$ cat config.mk
export PLATFORM = sky130hd
export DESIGN_NAME = timer_counter
export DESIGN_NICKNAME = d
export VERILOG_FILES = /design/src/rtl/timer_counter.sv
export SDC_FILE = /design/constraint.sdc
export NUM_CORES = 1
export LEC_CHECK = 0
export BUFFER_PORTS_ARGS = -buffer_cell sky130_fd_sc_hd__buf_2
export CAP_MARGIN = 5
export CORE_UTILIZATION = 53
export CTS_CLUSTER_DIAMETER = 40
export DETAILED_ROUTE_END_ITERATION = 10
export GPL_TIMING_DRIVEN = 0
export HOLD_SLACK_MARGIN = 0.08
export MAX_ROUTING_LAYER = met4
export PLACE_DENSITY = 0.8
export SETUP_SLACK_MARGIN = 0.02
export SYNTH_ARGS = -nofsm -noshare
export SYNTH_HDL_FRONTEND = slang
export SYNTH_SLANG_ARGS = --single-unit
$ cat constraint.sdc
create_clock -name clk -period 3.3 [get_ports clk]
set_input_delay 0.66 -clock clk [delete_from_list [all_inputs] [get_ports clk]]
set_output_delay 0.66 -clock clk [all_outputs]
set_load 0.1 [all_outputs]
$ cat src/rtl/timer_counter.sv
// timer_counter: bus-mapped 32-bit down-counter with one-shot and
// auto-reload modes and a maskable interrupt request.
module timer_counter (
  input  logic        clk,
  input  logic        reset,
  input  logic [31:0] Addr,
  input  logic        WE,
  input  logic [31:0] Din,
  output logic [31:0] Dout,
  output logic        IRQ
);

  typedef enum logic [1:0] {
    S_IDLE,
    S_LOAD,
    S_CNT,
    S_INT
  } state_t;

  state_t      state_q;
  state_t      state_d;
  logic [3:0]  ctrl_q;
  logic [3:0]  ctrl_d;
  logic [31:0] preset_q;
  logic [31:0] preset_d;
  logic [31:0] count_q;
  logic [31:0] count_d;
  logic        irq_q;
  logic        irq_d;
  logic        en_clr;

  logic        sel_ctrl;
  logic        sel_preset;
  logic        sel_count;
  logic        sel_none;
  logic        wr_ctrl;
  logic        wr_preset;
  logic        enable;
  logic        auto_reload;
  logic        irq_mask;
  logic        unused_addr;

  assign sel_ctrl   = (Addr[3:2] == 2'd0);
  assign sel_preset = (Addr[3:2] == 2'd1);
  assign sel_count  = (Addr[3:2] == 2'd2);
  assign sel_none   = (Addr[3:2] == 2'd3);

  assign unused_addr = ^{Addr[31:4], Addr[1:0]};

  assign wr_ctrl   = WE & sel_ctrl;
  assign wr_preset = WE & sel_preset;

  assign enable      = ctrl_q[0];
  assign auto_reload = (ctrl_q[2:1] == 2'b01);
  assign irq_mask    = ctrl_q[3];

  assign IRQ = irq_mask & irq_q;

  always_comb begin
    Dout = '0;
    unique case (1'b1)
      sel_ctrl:   Dout = {28'b0, ctrl_q};
      sel_preset: Dout = preset_q;
      sel_count:  Dout = count_q;
      sel_none:   Dout = '0;
      default:    Dout = '0;
    endcase
  end

  always_comb begin
    state_d = state_q;
    count_d = count_q;
    irq_d   = irq_q;
    en_clr  = 1'b0;
    unique case (state_q)
      S_IDLE: begin
        if (enable) state_d = S_LOAD;
      end
      S_LOAD: begin
        count_d = preset_q;
        irq_d   = 1'b0;
        state_d = S_CNT;
      end
      S_CNT: begin
        if (!enable) begin
          state_d = S_IDLE;
        end else if (count_q > 32'd1) begin
          count_d = count_q - 32'd1;
        end else begin
          count_d = '0;
          irq_d   = 1'b1;
          state_d = S_INT;
        end
      end
      S_INT: begin
        state_d = S_IDLE;
        if (auto_reload) irq_d  = 1'b0;
        else             en_clr = 1'b1;
      end
      default: state_d = S_IDLE;
    endcase
    // any CTRL write acknowledges a pending interrupt
    if (wr_ctrl) irq_d = 1'b0;
  end

  always_comb begin
    ctrl_d   = ctrl_q;
    preset_d = preset_q;
    // a bus write to CTRL overrides the one-shot Enable clear
    if (wr_ctrl)     ctrl_d    = Din[3:0];
    else if (en_clr) ctrl_d[0] = 1'b0;
    if (wr_preset)   preset_d  = Din;
  end

  always_ff @(posedge clk) begin
    if (!reset) begin
      state_q  <= S_IDLE;
      ctrl_q   <= '0;
      preset_q <= '0;
      count_q  <= '0;
      irq_q    <= 1'b0;
    end else begin
      state_q  <= state_d;
      ctrl_q   <= ctrl_d;
      preset_q <= preset_d;
      count_q  <= count_d;
      irq_q    <= irq_d;
    end
  end

endmodule

==> results.cfg <==
[outcome]
status = completed

[clocking]
clk_pin_slew_worst_paths_ns = 0.07
htreeDepth = 3
cts_buffers = 9
clock_tree.buffer_depth = 2
cts_root_buf = clkbuf_8
postCtsHoldBufs = 0
clk_latency_ns = 0.36
cts_sinks = 71
cts_tree = yes

[floorplanning]
std_cell_rows = 30
ios = 100
coreArea_um2 = 6870
die_y_um = 87.0
die_w_um = 87.0
start_util_pct = 55.7
die_area_um2 = 7560

[logic_synthesis]
synthesis.area_um2 = 3820
synth_sequential_area_ratio_pct = 37.2
async_flop_share_pct = 0
synth_warnings = 0
synthCells = 494
synth_nets = 563
avgSynthCellArea_um2 = 7.74
synth_enable_flop_cells = 0
ys_dominant_reg_cell = dfxtp_1
synth_seq_cells = 71
synth_cell_types = 59

[timing]
rsz0062_at_grt = no
slew_headroom_pct = 35.9
holdWs_ns = 0.478
layout_worst_path_cycle_share_pct = 97.6
fin_crit_ns = 3.22
worst_pin_slew_ns = 0.960
final-max-slew-violation-count = 0
hold_viol = 0
max_freq_mhz = 310
setup_violations = 0
clock_skew_ns = 0.0127

[placed_design]
io_buffer_count = 68
gp_congestion = 0.985
place_inst = 658
hpwl_mm = 9.42

[power_and_ir_drop]
internal-power_mw = 1.21
power_frac_comb_pct = 13.2
seqPwrFrac_pct = 51.5
power.switching_uw = 511
ir_worst_vdd_mv = 0.248
p_leak_nw = 1.81
p_per_area_nw_per_um2 = 388
p_clk_share_pct = 35.3
switching_share_pct = 29.6

[global_route]
grt.busiest_layer = met2
antenna_found_initial = 0
grt.met3_usage_pct = 9.48
grt.total_usage_pct = 38.2
grt_pass1_vias = 3886
grt_max_degree = 11
gr-total-overflow = 0
met1_usage_pct = 47.4
met2_usage_pct = 58.8
grt_pass1_wl_mm = 20.8

[detailed_routing]
post_drt_wl_per_cell_um = 20.1
via_count = 4290
vias_per_cell = 6.39
wl_mm = 13.5
drcViolationCount = 0
dr.pass1.iters = 7
drtIter0Drc = 500
ant_nets = 0

[flow_run]
maxCapViolCount = 0

[final_layout]
instances_no_fill = 671
n_antenna_cell = 0
drive_gt1_share_pct = 18.4
final_nets = 642
nFillCells = 652
area_delta_synth_final_pct = 16.2
utilization_pct = 64.7

[critical_path]
rr_endpoint = count_q[6]
crit_fanout = 10
cp.required_ns = 2.64
cp-start-kind = primary input
r2r_cells = 7
cp.arrival_ns = 2.56
r2r_start = count_q[24]
setup.worst_path.class = in -> out
endpoint_kind = output port
r2r_setup_slack_ns = 0.28

[min_path]
hold_start = preset_q[21]
hp-class = reg -> reg
holdPathStages = 2
hold-path-endpoint = preset_q[21]
cell type report:
| type | count | area [µm²] | share of cell area [%] |
|---|---|---|---|
| multi-input cells | 377 | 2220 | 49.9 |
| flip-flops and latches | 71 | 1420 | 32.0 |
| repair buffers | 68 | 343 | 7.71 |
| plain buffers | 39 | 164 | 3.69 |
| clock buffers | 11 | 141 | 3.18 |
| well taps | 96 | 120 | 2.70 |
| inverters | 7 | 26.3 | 0.591 |
| clock inverters | 2 | 10.0 | 0.225 |
power groups by stage:
stage | clock (mW) | combinational (mW) | sequential, mW
after floorplan | 0 | 0.146 | 0.902
after global placement | 0 | 0.219 | 0.906
after detailed placement | 0 | 0.221 | 0.907
after CTS | 0.608 | 0.222 | 0.887
after global routing | 0.642 | 0.242 | 0.889
final | 0.609 | 0.228 | 0.888
worst max path at each step:
stage	from	end	slack, ns	cells after the start
3_5_place_dp	Addr[3]	Dout[26]	-0.34	6
3_3_place_gp	Addr[3]	Dout[29]	-0.29	6
2_1_floorplan	Addr[3]	Dout[10]	0.17	5
4_1_cts	Addr[3]	Dout[3]	0.09	7
6_report	Addr[3]	Dout[27]	0.08	6
5_1_grt	Addr[3]	Dout[22]	0.03	6
what timing repair did:
action	4_1_cts	5_1_grt
buffers inserted	0	0
resized for setup	3	5
hold endpoints to repair	0	0
setup endpoints to repair	20	15
cells by family (layout without fill, tap and decap cells):
logic type	after synthesis	count (layout)	share of synthesized area, %
mux	10	10	2.72
fa+ha+maj	2	2	0.654
simple gates	211	211	26.6
flops	71	71	37.2
compound gates	154	154	28.1
buf+inv	46	127	4.81
metal layers:
metal	up-vias	part of all wire (%)
met5	-	0
met4	0	3.6
met3	54	11
met2	298	45
met1	1957	41
li1	1981	-
critical path, stage by stage:
cell,delay [ns]
clkbuf_1,0.21
nor2b_1,0.16
clkbuf_1,0.34
clkbuf_1,0.53
a22o_1,0.23
buf_2,0.42
through the flow:
step	setup WS [ns]	power (mW)	TNS [ns]	instance area (µm²)
finish	0.0782	1.72	0	4450
global placement	-0.286	1.12	-4.92	4290
global route	0.0308	1.77	0	4450
floorplan	0.172	1.05	0	3820
detailed placement	-0.339	1.13	-5.99	4290
CTS	0.0865	1.72	0	4440
cells in the final DEF, fill, tap and decap left out, drive strengths merged, types with 16 or more instances in the layout:
cell type,instances
a21oi,47
a22o,28
buf,72
clkbuf,46
dfxtp,71
nand2,102
nand3,16
nor2,34
o21ai,18
synthesized netlist by cell type, drive strengths merged (4+ instances only):
cell type	instances	area, µm²
o21ai	18	93.8
nand3	16	80.1
mux2i	7	70.1
nand4	4	25.0
or3	8	55.1
a22oi	7	52.6
a31oi	10	62.6
inv	7	26.3
nor4	11	96.3
dfxtp	71	1420
nor2	34	130
nor3	11	60.1
nor2b	4	25.0
a221oi	4	41.3
a222oi	7	70.1
a22o	28	245
nand2	102	393
clkbuf	34	128
a21oi	47	235
or4	5	45.0
nand2b	6	37.5
buf	5	30.0
registers in the layout, indices dropped and copies added (netlist names):
register and cells:
state_q 2, count_q 32, ctrl_q 4, irq_q 1
preset_q 32
(Power assumes the default switching activity.)
